## src/rtl/axi_lite_if.sv

```systemverilog
// AXI4-Lite bundle: aw/w/b/ar/r channels with master and slave views.
interface axi_lite_if #(
   parameter int AW = 32,
   parameter int DW = 32
);
   logic [AW-1:0]   awaddr;
   logic            awvalid;
   logic            awready;
   logic [DW-1:0]   wdata;
   logic [DW/8-1:0] wstrb;
   logic            wvalid;
   logic            wready;
   logic [1:0]      bresp;
   logic            bvalid;
   logic            bready;
   logic [AW-1:0]   araddr;
   logic            arvalid;
   logic            arready;
   logic [DW-1:0]   rdata;
   logic [1:0]      rresp;
   logic            rvalid;
   logic            rready;

   modport master (
      output awaddr, awvalid, wdata, wstrb, wvalid, bready,
      output araddr, arvalid, rready,
      input  awready, wready, bresp, bvalid,
      input  arready, rdata, rresp, rvalid
   );

   modport slave (
      input  awaddr, awvalid, wdata, wstrb, wvalid, bready,
      input  araddr, arvalid, rready,
      output awready, wready, bresp, bvalid,
      output arready, rdata, rresp, rvalid
   );
endinterface

```

## src/rtl/axi_lite_regs.sv

```systemverilog
// AXI4-Lite register bank: RW control words followed by RO status words.
// Write and read channels run as independent two-state machines.
module axi_lite_regs #(
   parameter int            NREG    = 8,
   parameter int            NSTAT   = 4,
   parameter int            LAW     = 12,
   parameter int            DW      = 32,
   parameter logic [DW-1:0] RST_VAL = '0
) (
   input  logic                      aclk,
   input  logic                      aresetn,
   axi_lite_if.slave                 s,
   output logic [NREG-1:0][DW-1:0]   ctrl,
   output logic [NREG-1:0]           ctrl_wr,
   input  logic [NSTAT-1:0][DW-1:0]  stat
);
   localparam int IW = LAW - 2;
   localparam int NB = DW / 8;

   typedef enum logic {W_IDLE, W_RESP} wstate_t;
   typedef enum logic {R_IDLE, R_DATA} rstate_t;

   wstate_t        wst;
   rstate_t        rst;
   logic           aw_held;
   logic           w_held;
   logic [IW-1:0]  aw_idx;
   logic [DW-1:0]  w_data;
   logic [NB-1:0]  w_strb;
   logic           bvalid;
   logic [1:0]     bresp;
   logic           rvalid;
   logic [1:0]     rresp;
   logic [DW-1:0]  rdata;

   logic           aw_fire;
   logic           w_fire;
   logic           ar_fire;
   logic           commit;
   logic [IW-1:0]  widx;
   logic [DW-1:0]  wd;
   logic [NB-1:0]  ws;
   logic [IW-1:0]  ridx;
   logic [1:0]     w_resp;
   logic [NREG-1:0] w_hit;
   logic [DW-1:0]  rd_data;
   logic [1:0]     rd_resp;
   logic           unused_addr;

   assign unused_addr = ^{s.awaddr, s.araddr};

   assign s.awready = aresetn && wst == W_IDLE && !aw_held;
   assign s.wready  = aresetn && wst == W_IDLE && !w_held;
   assign s.arready = aresetn && rst == R_IDLE;
   assign s.bvalid  = bvalid;
   assign s.bresp   = bresp;
   assign s.rvalid  = rvalid;
   assign s.rresp   = rresp;
   assign s.rdata   = rdata;

   assign aw_fire = s.awvalid && s.awready;
   assign w_fire  = s.wvalid && s.wready;
   assign ar_fire = s.arvalid && s.arready;

   // A capture on this edge counts toward the commit.
   assign widx   = aw_held ? aw_idx : s.awaddr[LAW-1:2];
   assign wd     = w_held ? w_data : s.wdata;
   assign ws     = w_held ? w_strb : s.wstrb;
   assign commit = wst == W_IDLE && (aw_held || aw_fire)
                   && (w_held || w_fire);
   assign ridx   = s.araddr[LAW-1:2];

   always_comb begin
      w_resp = 2'b11;
      w_hit  = '0;
      for (int i = 0; i < NREG; i++) begin
         if (widx == IW'(i)) begin
            w_resp   = 2'b00;
            w_hit[i] = 1'b1;
         end
      end
      for (int j = 0; j < NSTAT; j++) begin
         if (widx == IW'(NREG + j)) w_resp = 2'b10;
      end
   end

   always_comb begin
      rd_data = '0;
      rd_resp = 2'b11;
      for (int i = 0; i < NREG; i++) begin
         if (ridx == IW'(i)) begin
            rd_data = ctrl[i];
            rd_resp = 2'b00;
         end
      end
      for (int j = 0; j < NSTAT; j++) begin
         if (ridx == IW'(NREG + j)) begin
            rd_data = stat[j];
            rd_resp = 2'b00;
         end
      end
   end

   always_ff @(posedge aclk) begin
      if (!aresetn) begin
         wst     <= W_IDLE;
         aw_held <= 1'b0;
         w_held  <= 1'b0;
         aw_idx  <= '0;
         w_data  <= '0;
         w_strb  <= '0;
         bvalid  <= 1'b0;
         bresp   <= 2'b00;
         ctrl_wr <= '0;
         ctrl    <= {NREG{RST_VAL}};
      end else begin
         ctrl_wr <= '0;
         unique case (wst)
            W_IDLE: begin
               if (commit) begin
                  for (int i = 0; i < NREG; i++) begin
                     for (int k = 0; k < NB; k++) begin
                        if (w_hit[i] && ws[k])
                           ctrl[i][8*k +: 8] <= wd[8*k +: 8];
                     end
                  end
                  ctrl_wr <= w_hit;
                  bresp   <= w_resp;
                  bvalid  <= 1'b1;
                  aw_held <= 1'b0;
                  w_held  <= 1'b0;
                  wst     <= W_RESP;
               end else begin
                  if (aw_fire) begin
                     aw_held <= 1'b1;
                     aw_idx  <= s.awaddr[LAW-1:2];
                  end
                  if (w_fire) begin
                     w_held <= 1'b1;
                     w_data <= s.wdata;
                     w_strb <= s.wstrb;
                  end
               end
            end
            W_RESP: begin
               if (s.bready) begin
                  bvalid <= 1'b0;
                  wst    <= W_IDLE;
               end
            end
         endcase
      end
   end

   always_ff @(posedge aclk) begin
      if (!aresetn) begin
         rst    <= R_IDLE;
         rvalid <= 1'b0;
         rresp  <= 2'b00;
         rdata  <= '0;
      end else begin
         unique case (rst)
            R_IDLE: begin
               if (ar_fire) begin
                  rdata  <= rd_data;
                  rresp  <= rd_resp;
                  rvalid <= 1'b1;
                  rst    <= R_DATA;
               end
            end
            R_DATA: begin
               if (s.rready) begin
                  rvalid <= 1'b0;
                  rst    <= R_IDLE;
               end
            end
         endcase
      end
   end
endmodule

```

## src/flat_wrapper.sv

```systemverilog
// flat-port wrapper written by rule: the top's interface ports become plain ports
module axi_lite_regs_flat 
#(
   parameter int            NREG    = 8,
   parameter int            NSTAT   = 4,
   parameter int            LAW     = 12,
   parameter int            DW      = 32,
   parameter logic [DW-1:0] RST_VAL = '0
)
  (aclk, aresetn, ctrl, ctrl_wr, stat, s_awaddr, s_awvalid, s_wdata, s_wstrb, s_wvalid, s_bready, s_araddr, s_arvalid, s_rready, s_awready, s_wready, s_bresp, s_bvalid, s_arready, s_rdata, s_rresp, s_rvalid);
  axi_lite_if #(.AW(32), .DW(DW)) s_i ();
  input  logic aclk;
  input  logic aresetn;
  output logic [NREG-1:0][DW-1:0] ctrl;
  output logic [NREG-1:0] ctrl_wr;
  input  logic [NSTAT-1:0][DW-1:0] stat;
  input wire logic [$bits(s_i.awaddr)-1:0] s_awaddr;
  input wire logic [$bits(s_i.awvalid)-1:0] s_awvalid;
  input wire logic [$bits(s_i.wdata)-1:0] s_wdata;
  input wire logic [$bits(s_i.wstrb)-1:0] s_wstrb;
  input wire logic [$bits(s_i.wvalid)-1:0] s_wvalid;
  input wire logic [$bits(s_i.bready)-1:0] s_bready;
  input wire logic [$bits(s_i.araddr)-1:0] s_araddr;
  input wire logic [$bits(s_i.arvalid)-1:0] s_arvalid;
  input wire logic [$bits(s_i.rready)-1:0] s_rready;
  output wire logic [$bits(s_i.awready)-1:0] s_awready;
  output wire logic [$bits(s_i.wready)-1:0] s_wready;
  output wire logic [$bits(s_i.bresp)-1:0] s_bresp;
  output wire logic [$bits(s_i.bvalid)-1:0] s_bvalid;
  output wire logic [$bits(s_i.arready)-1:0] s_arready;
  output wire logic [$bits(s_i.rdata)-1:0] s_rdata;
  output wire logic [$bits(s_i.rresp)-1:0] s_rresp;
  output wire logic [$bits(s_i.rvalid)-1:0] s_rvalid;
  assign s_i.awaddr = s_awaddr;
  assign s_i.awvalid = s_awvalid;
  assign s_i.wdata = s_wdata;
  assign s_i.wstrb = s_wstrb;
  assign s_i.wvalid = s_wvalid;
  assign s_i.bready = s_bready;
  assign s_i.araddr = s_araddr;
  assign s_i.arvalid = s_arvalid;
  assign s_i.rready = s_rready;
  assign s_awready = s_i.awready;
  assign s_wready = s_i.wready;
  assign s_bresp = s_i.bresp;
  assign s_bvalid = s_i.bvalid;
  assign s_arready = s_i.arready;
  assign s_rdata = s_i.rdata;
  assign s_rresp = s_i.rresp;
  assign s_rvalid = s_i.rvalid;
  axi_lite_regs #(.NREG(NREG), .NSTAT(NSTAT), .LAW(LAW), .DW(DW), .RST_VAL(RST_VAL)) u_core (.aclk(aclk), .aresetn(aresetn), .s(s_i), .ctrl(ctrl), .ctrl_wr(ctrl_wr), .stat(stat));
endmodule
```

## config.mk

```make
export PLATFORM = sky130hd
export DESIGN_NAME = axi_lite_regs_flat
export DESIGN_NICKNAME = d
export VERILOG_FILES = /design/src/rtl/axi_lite_if.sv /design/src/rtl/axi_lite_regs.sv /design/src/flat_wrapper.sv
export SDC_FILE = /design/constraint.sdc
export NUM_CORES = 1
export LEC_CHECK = 0
export CORE_AREA = 2 2 211 213
export CTS_CLUSTER_DIAMETER = 100
export DETAILED_ROUTE_END_ITERATION = 7
export DIE_AREA = 0 0 213 215
export PLACE_DENSITY = 0.7
export SYNTH_ARGS = -nofsm -noshare
export SYNTH_HDL_FRONTEND = slang
export SYNTH_SLANG_ARGS = --single-unit
```

## constraint.sdc

```tcl
create_clock -name aclk -period 3.4 [get_ports aclk]
set_clock_uncertainty 0.15 [all_clocks]
set_input_delay 0.68 -clock aclk [delete_from_list [all_inputs] [get_ports aclk]]
set_output_delay 0.68 -clock aclk [all_outputs]
set_load 0.03 [all_outputs]
```

Word-level counts from Yosys, hierarchy flattened
Index checks and enable logic that the tools add are counted.
{"block": "word_totals", "register_bits": 352, "latch_bits": 0, "ram_bits": 0, "rom_bits": 0, "in_bits": 235, "output_inout_bits": 305, "elab_cells": 228, "n_memories": 0}
{"block": "op_classes", "add_sub_neg": 0, "mul": 0, "div": 0, "order_cmp": 0, "n_eq_ne": 26, "n_shift": 0, "muxes": 63, "n_bitwise": 4, "reduce_logical": 90}
{"operator": "$mux 32", "count": 13}
{"operator": "$reduce_and 3->1", "count": 34}
{"operator": "$eq 10x3->1 const B", "count": 8}
{"operator": "$eq 10x4->1 const B", "count": 8}
{"operator": "$mux 2", "count": 24}
{"operator": "$logic_and 1x1->1", "count": 41}
{"operator": "$eq 10x2->1 const B", "count": 4}
{"operator": "$eq 10x1->1 const B", "count": 2}
{"operator": "$logic_not 10->1", "count": 2}
{"operator": "$mux 1", "count": 20}
{"operator": "$reduce_and 2->1", "count": 6}
{"operator": "$mux 10", "count": 1}
{"operator": "$pmux 1 s2", "count": 4}
{"operator": "$mux 4", "count": 1}
{"operator": "$ne 2x1->1 const B", "count": 2}
{"operator": "$ne 2x2->1 const B", "count": 2}
{"operator": "$not 1->1", "count": 4}
{"operator": "$reduce_bool 2->1", "count": 2}
{"operator": "$reduce_or 3->1", "count": 1}
{"operator": "$logic_not 1->1", "count": 2}
{"operator": "$logic_or 1x1->1", "count": 2}

Logic depth before layout (Yosys ltp)
Gate-level depths: netlist (run 1).
{"block": "logic_depth", "depth_word": 14, "depth_mapped": 9}

Least setup slack after synthesis (run 1)
OpenSTA, ideal clock, no wires.
{"block": "synth_path", "kind": "in2out", "startpoint": "input port aresetn", "endpoint": "output port s_arready", "arrival_ns": 1.825, "required_ns": 2.570, "path_slack_ns": 0.745, "cell_stages": 4, "path_buffers": 3, "cell_sequence": "buf_2 -> clkbuf_1 -> clkbuf_1 -> nor2b_1"}
{"block": "synth_via", "elab_chain_len": 1}
{"item": "start: declaration", "line": "flat_wrapper.sv:13", "rtl": "input logic aresetn;"}
{"item": "$logic_and 1x1->1", "line": "axi_lite_regs.sv:54", "rtl": "assign s.arready = aresetn && rst == R_IDLE;"}
{"item": "end: declaration", "line": "flat_wrapper.sv:30", "rtl": "output wire logic [$bits(s_i.arready)-1:0] s_arready;"}
Every way passes these cells.

Worst setup path in the final report (run 1)
{"block": "layout_path", "startpoint": "register u_core.aw_held", "endpoint": "register u_core.ctrl[131] (netlist bit)"}
{"block": "layout_via", "elab_chain_len": 7, "elab_cells_between_ends": 11, "cone_classes": "eq/ne: 1; mux: 2; reduce/logical: 8"}
{"item": "start: declaration", "line": "axi_lite_regs.sv:25", "rtl": "logic aw_held;"}
{"item": "start signal: assignment", "line": "axi_lite_regs.sv:107", "rtl": "aw_held <= 1'b0;"}
{"item": "start signal: assignment", "line": "axi_lite_regs.sv:130", "rtl": "aw_held <= 1'b0;"}
{"item": "start signal: assignment", "line": "axi_lite_regs.sv:135", "rtl": "aw_held <= 1'b1;"}
{"item": "parallel branches: the longest is 6 deep, another holds $mux 10"}
{"item": "$reduce_and 3->1 (no line) (*)"}
{"item": "end signal: assignment", "line": "axi_lite_regs.sv:115", "rtl": "ctrl <= {NREG{RST_VAL}};"}
{"item": "end signal: indexed assignment", "line": "axi_lite_regs.sv:124", "rtl": "ctrl[i][8*k +: 8] <= wd[8*k +: 8];"}
{"item": "end: declaration", "line": "axi_lite_regs.sv:13", "rtl": "output logic [NREG-1:0][DW-1:0] ctrl,"}
Mark *: on every way between the ends.
A chain may end at the register's enable or synchronous reset.

==> impl_metrics.py, run 1 <==
metrics = {
    "run_status": {
        "outcome": "finished, final reports clean",
    },
    "clock_network": {
        "cts_tree": "built",
        "clock_sinks": 351,
        "cts_max_level": 2,
        "clk_path_buf_depth": 3,
        "cts_made_buffers": 42,
        "postCtsHoldBufs": 0,
        "clockRootBuffer": "clkbuf_16",
        "clk_latency_ns": 0.56,
        "cts_setup_buffers": 0,
        "path_clk_slew_ns": 0.06,
        "post_cts_resized": 0,
    },
    "worst_setup_path": {
        "critical_path_class": "reg -> reg",
        "endpoint_kind": "register",
        "crit_required_ns": 3.71,
        "crit_fanout": 18,
        "cp-start-kind": "register",
        "r2r-start": "u_core.aw_held",
        "arrival_ns": 3.34,
        "startpoint": "u_core.aw_held",
    },
    "synthesis": {
        "synth_largest_type_area_fraction_pct": 39.81,
        "avgSynthCellArea_um2": 9.281,
        "synth.area.top_cells": "dfxtp_1 40%, o211a_1 15%, nand2_1 5.1%",
        "ys_async_sr_fraction_pct": 0,
        "yosys-mux-area-fraction_pct": 3.778,
        "synthFlopType": "dfxtp_1",
        "synth_top_family_by_area": "compound AO/OA/AOI/OAI gates",
        "synthAdderAreaFrac_pct": 0,
        "synth-compound-area-share_pct": 31.63,
        "yosys.area.top_type": "dfxtp_1",
        "synth_xor_area_share_pct": 0,
        "ys_ff_latch": 351,
        "yosysSeqAreaShare_pct": 39.81,
        "yosysWarnings": 0,
        "yosysMostFrequentCell": "dfxtp_1",
        "synth-edff-count": 0,
        "synthesis.area_mm2": 0.01765,
        "synth_nets": 2137,
        "synth.top_cells.by_count": "351 x dfxtp_1, 259 x o211a_1, 242 x nand2_1, 136 x nand3_1, 98 x nor2_1",
        "synthSimpleGateAreaFrac_pct": 20.11,
        "syn_inst": 1902,
        "ys_types": 81,
    },
    "sta": {
        "rsz0062_at_grt": "no",
        "setup_viol": 0,
        "hold_ws_ns": 0.3134,
        "worst_slew_pin_slew_ns": 1.170,
        "period_needed_ns": 3.030,
        "maxSlewHeadroom_pct": 22.01,
        "maxSlewViolCount": 0,
        "fmax_mhz": 330.0,
        "finalCritPeriodShare_pct": 89.13,
        "hold_viol": 0,
    },
    "drt": {
        "drc": 0,
        "drt_iter0_drc": 1843,
        "wl_mm": 80.29,
        "vias_per_cell": 6.117,
        "ant_nets": 0,
        "wl_per_cell_um": 26.36,
        "firstDrtPassIters": 6,
        "num_vias": 18630,
    },
    "global_routing": {
        "antenna_found_initial": 1,
        "grt_pass1_vias": 17580,
        "grt_pass1_wl_mm": 116.0,
        "grt_overflow": 0,
        "grt_max_degree": 177,
        "grt_usage_pct": 33.76,
    },
    "cells_and_area": {
        "fillers": 3784,
        "fin_util_pct": 58.17,
        "final_cells": 3046,
        "drive_gt1_share_pct": 13.21,
        "synthToLayoutAreaGrowth_pct": 43.83,
        "nets": 2654,
    },
    "floorplanning": {
        "fp-row-count": 77,
        "die-area_mm2": 0.04580,
        "die_x_um": 213,
        "coreArea_mm2": 0.04364,
        "io_pins": 540,
        "initial_core_util_pct": 40.45,
        "dieHeight_um": 215,
    },
    "run": {
        "timing.max_cap.violations": 0,
    },
    "power_and_ir_drop": {
        "p_leak_nw": 12.10,
        "ir_drop_mv": 0.2955,
        "cellPowerDensity_mw_per_mm2": 401.3,
    },
    "placed_design": {
        "placed_cells": 2967,
        "hpwl_mm": 60.41,
        "gp_congestion": 0.9411,
        "port_buffers": 495,
    },
    "min_path": {
        "min_from": "u_core.w_data[9]",
        "min_path_type": "reg -> reg",
    },
}
cell families (layout without fill, tap and decap cells):
group                  count (synthesis)  in the layout
flip-flops                           351            351
buffers and inverters                179            730
other                                  0              1
AO/OA/AOI/OAI                        667            667
multiplexers                          62             62
AND/OR/NAND/NOR                      643            643
critical path, stage by stage (launching register included):
cell	delay, ns
dfxtp_1	0.82
nor3b_2	0.51
o22ai_4	0.28
nor4_4	0.85
nand2_1	0.14
o211a_1	0.17
placed cells by master (no fill, tap or decap), types with 15 or more instances in the layout:
cell / instances
o21ai_0: 43
a21oi_1: 78
nand2_1: 242
a32o_1: 15
dfxtp_1: 350
a211oi_1: 15
a2bb2oi_1: 18
o2bb2ai_1: 17
nand3_1: 136
nor4_4: 17
buf_4: 143
o31ai_1: 24
mux2i_1: 48
nor3_1: 29
a221oi_1: 19
clkbuf_16: 45
clkdlybuf4s50_1: 490
nor2b_1: 28
o211ai_1: 16
nor2_1: 98
a21boi_0: 37
nor3_4: 18
o21ai_1: 18
o211a_1: 259
through the flow:
step                total power, mW  setup slack [ns]  setup TNS, ns  cell area, µm²
floorplan                     4.806            0.7452              0           17650
global placement              5.394           -0.1212        -0.4263           23890
detailed placement            5.406           -0.1382        -0.6098           23890
CTS                           10.21            0.4384              0           25390
global route                  10.44            0.2181              0           25390
finish                        10.19            0.3697              0           25390
layout make-up:
class,instances,area (µm²),share of cell area (%)
clock inverter,17,224.0,0.8822
multi-input combinational,1372,9843,38.77
clock buffer,61,1276,5.027
timing repair buffer,648,6259,24.65
inverter,4,15.01,0.05914
tap,592,740.7,2.918
antenna,1,2.502,0.009857
sequential,351,7028,27.68
per-layer routing:
layer  GRT usage (%)  vias to the layer above  wire length (µm)
met5               0                        -                 0
met4           12.52                        0              2923
met3           7.599                      151              7399
met2           55.57                      997             38140
met1           42.95                     9225             31830
li1                -                     8260                 -
sequential cells by signal (all words and copies together), names as in the netlist:
| name | cells |
|---|---|
| u_core.aw_held | 1 |
| u_core.aw_idx | 10 |
| u_core.ctrl | 256 |
| u_core.ctrl_wr | 8 |
| u_core.rst | 1 |
| u_core.s.bresp | 2 |
| u_core.s.bvalid | 1 |
| u_core.s.rdata | 32 |
| u_core.s.rresp | 1 |
| u_core.s.rvalid | 1 |
| u_core.w_data | 32 |
| u_core.w_held | 1 |
| u_core.w_strb | 4 |
| u_core.wst | 1 |
where the power goes:
part | internal [mW] | total, mW | leakage, nW | switching [mW]
clock | 2.99 | 4.85 | 0.730 | 1.86
sequential | 4.15 | 4.18 | 2.83 | 0.0306
combinational | 0.480 | 1.15 | 8.53 | 0.671
worst paths after layout:
| check | end | slack (ns) | cells past startpoint |
|---|---|---|---|
| worst max register to register | u_core.ctrl[131] | 0.37 | 5 |
| worst min-delay path | u_core.w_data[9] | 0.31 | 2 |
| worst min register to register | u_core.w_data[9] | 0.31 | 2 |
| worst max-delay path | u_core.ctrl[131] | 0.37 | 5 |
Note: power is estimated with default switching activity, not from simulation.
==> run 2: changes to the inputs <==
--- a/config.mk
+++ b/config.mk
@@ -6,10 +6,12 @@
 export NUM_CORES = 1
 export LEC_CHECK = 0
 export CORE_AREA = 2 2 211 213
+export CTS_BUF_LIST = sky130_fd_sc_hd__clkbuf_4
 export CTS_CLUSTER_DIAMETER = 100
 export DETAILED_ROUTE_END_ITERATION = 7
 export DIE_AREA = 0 0 213 215
 export PLACE_DENSITY = 0.7
+export SKIP_LAST_GASP = 1
 export SYNTH_ARGS = -nofsm -noshare
 export SYNTH_HDL_FRONTEND = slang
 export SYNTH_SLANG_ARGS = --single-unit
==> run 2 against run 1 <==
Register-to-register slack improved by 0.04 ns. Clock-buffer cell count increased by 79. Maximum frequency decreased by 4.1%. Global-route usage increased by 0.37 points. Sequential share of layout area increased by 0.32 points.
==> impl_metrics.py, run 2 (synthesis results as in run 1) <==
metrics = {
    "global_routing": {
        "grt_overflow": 0,
        "use_met1_pct": 43.04,
        "grt_usage_pct": 34.13,
        "grt_pass1_vias": 17990,
        "grt_pass1_wl_mm": 117.2,
        "grt_busiest_layer": "met2",
        "grt_max_degree": 177,
        "antenna_found_initial": 3,
        "gr-usage-met2_pct": 55.82,
        "grtUsageMet3_pct": 8.812,
    },
    "sta": {
        "worst_slew_pin_slew_ns": 1.178,
        "fmax_mhz": 316.5,
        "worst_slack_ns": 0.2407,
        "setup_viol": 0,
        "finalCritPeriodShare_pct": 92.92,
        "period_needed_ns": 3.159,
        "maxSlewViolCount": 0,
        "maxSlewHeadroom_pct": 21.47,
        "rsz0062_at_grt": "no",
        "hold_viol": 0,
    },
    "cells_and_area": {
        "multiInputGateArea_mm2": 0.009843,
        "synthToLayoutAreaGrowth_pct": 42.20,
        "top_regs": "u_core.ctrl x256, u_core.s.rdata x32, u_core.w_data x32",
        "nets": 2711,
        "drive_gt1_share_pct": 15.86,
        "fin_util_pct": 57.51,
        "layout_common_cells": "490 x clkdlybuf4s50_1, 350 x dfxtp_1, 259 x o211a_1, 242 x nand2_1, 143 x buf_4",
        "ff_latch_area_mm2": 0.007028,
        "layout_commonest_cell": "clkdlybuf4s50_1",
        "largest_reg_flops": 256,
        "regMostFlops": "u_core.ctrl",
        "fillers": 3867,
    },
    "drt": {
        "wl_per_cell_um": 25.72,
        "num_vias": 18860,
        "drc": 0,
        "wl_mm": 80.83,
        "firstDrtPassIters": 7,
        "drt_iter0_drc": 1974,
        "vias_per_cell": 6.001,
        "ant_nets": 0,
    },
    "floorplanning": {
        "die-area_mm2": 0.04580,
        "io_pins": 540,
        "coreArea_mm2": 0.04364,
        "die_x_um": 213,
        "initial_core_util_pct": 40.45,
        "fp-row-count": 77,
        "dieHeight_um": 215,
    },
    "worst_setup_path": {
        "critical_path_class": "reg -> out",
        "r2r_cells": 7,
        "crit_required_ns": 2.57,
        "r2r-start": "u_core.aw_held",
        "endpoint_kind": "output pin",
        "cp-start-kind": "register",
        "arrival_ns": 2.33,
        "startpoint": "u_core.aw_held",
        "crit_fanout": 18,
    },
    "power_and_ir_drop": {
        "p_seq_share_pct": 45.5,
        "power_frac_comb_pct": 12.5,
        "ir_drop_mv": 0.2125,
        "sw_frac_of_total_pct": 28.23,
        "switchingPower_mw": 2.594,
        "p_int_mw": 6.595,
        "power_mw": 9.188,
        "p_leak_nw": 12.10,
        "cellPowerDensity_mw_per_mm2": 366.1,
        "clockPowerShare_pct": 42.0,
    },
    "placed_design": {
        "port_buffers": 495,
        "gp_congestion": 0.9411,
        "hpwl_mm": 60.41,
        "place_ws_ns": -0.1382,
    },
    "run_status": {
        "outcome": "finished, final reports clean",
    },
    "clock_network": {
        "postCtsHoldBufs": 0,
        "clock_sinks": 351,
        "path_clk_slew_ns": 0.07,
        "post_cts_resized": 0,
        "cts_tree": "built",
        "cts_made_buffers": 99,
        "clockRootBuffer": "clkbuf_4",
        "clk_path_buf_depth": 3,
        "cts_max_level": 3,
        "clk_latency_ns": 0.81,
        "cts_setup_buffers": 0,
    },
    "run": {
        "timing.max_cap.violations": 0,
    },
    "min_path": {
        "min_from": "aresetn",
        "hold_depth": 2,
        "min_path_type": "in -> reg",
    },
}
==> run 2: changes by cell type in the layout (fill, tap and decap cells not counted), sizes merged <==
cell,delta
inv,+5
clkinv,+19
clkinvlp,-4
clkbuf,+79
diode,+2
bufinv,-4
==> run 2: path summary, 6_finish.rpt <==
| check | end | slack (ns) |
|---|---|---|
| min | u_core.ctrl[129] | 0.10 |
| max | s_awready | 0.24 |
| max reg2reg | u_core.ctrl[177] | 0.41 |
| min reg2reg | u_core.w_data[9] | 0.32 |
==> run 2: final cells by class <==
type,instances,area share [%]
Clock buffer,140,4.187
Inverter,4,0.05982
Timing Repair Buffer,648,24.93
Clock inverter,33,0.6231
Tap cell,592,2.951
Sequential cell,351,28.00
Multi-Input combinational cell,1372,39.22
Antenna cell,3,0.02991
==> run 2: per-stage QoR <==
step                instances  instance area, µm²  hold slack (ns)  setup TNS, ns
floorplan                1902               17650           0.2900              0
finish                   3143               25100           0.1006              0
detailed placement       2967               23890           0.3080        -0.6098
global route             3143               25100          0.05148              0
CTS                      3140               25090          0.03561              0
global placement         2967               23890           0.2991        -0.4263
==> run 2: power by group through the flow <==
stage / Combinational (mW) / Sequential, mW / Clock (mW)
2_1_floorplan: 0.506 / 4.30 / 0
3_3_place_gp: 1.12 / 4.27 / 0
5_1_grt: 1.20 / 4.18 / 4.14
6_report: 1.15 / 4.18 / 3.86
4_1_cts: 1.14 / 4.18 / 3.93
3_5_place_dp: 1.13 / 4.27 / 0
==> run 2: worst max-delay path, stage by stage, from the launching register on <==
cell and delay, ns:
dfxtp_1 0.80, nor2_1 0.12, clkdlybuf4s50_1 0.62
==> run 2: per-layer routing <==
metal,up-vias,wire (µm)
li1,8436,-
met1,9257,32070
met2,1010,38320
met3,157,7451
met4,0,2992
met5,-,0
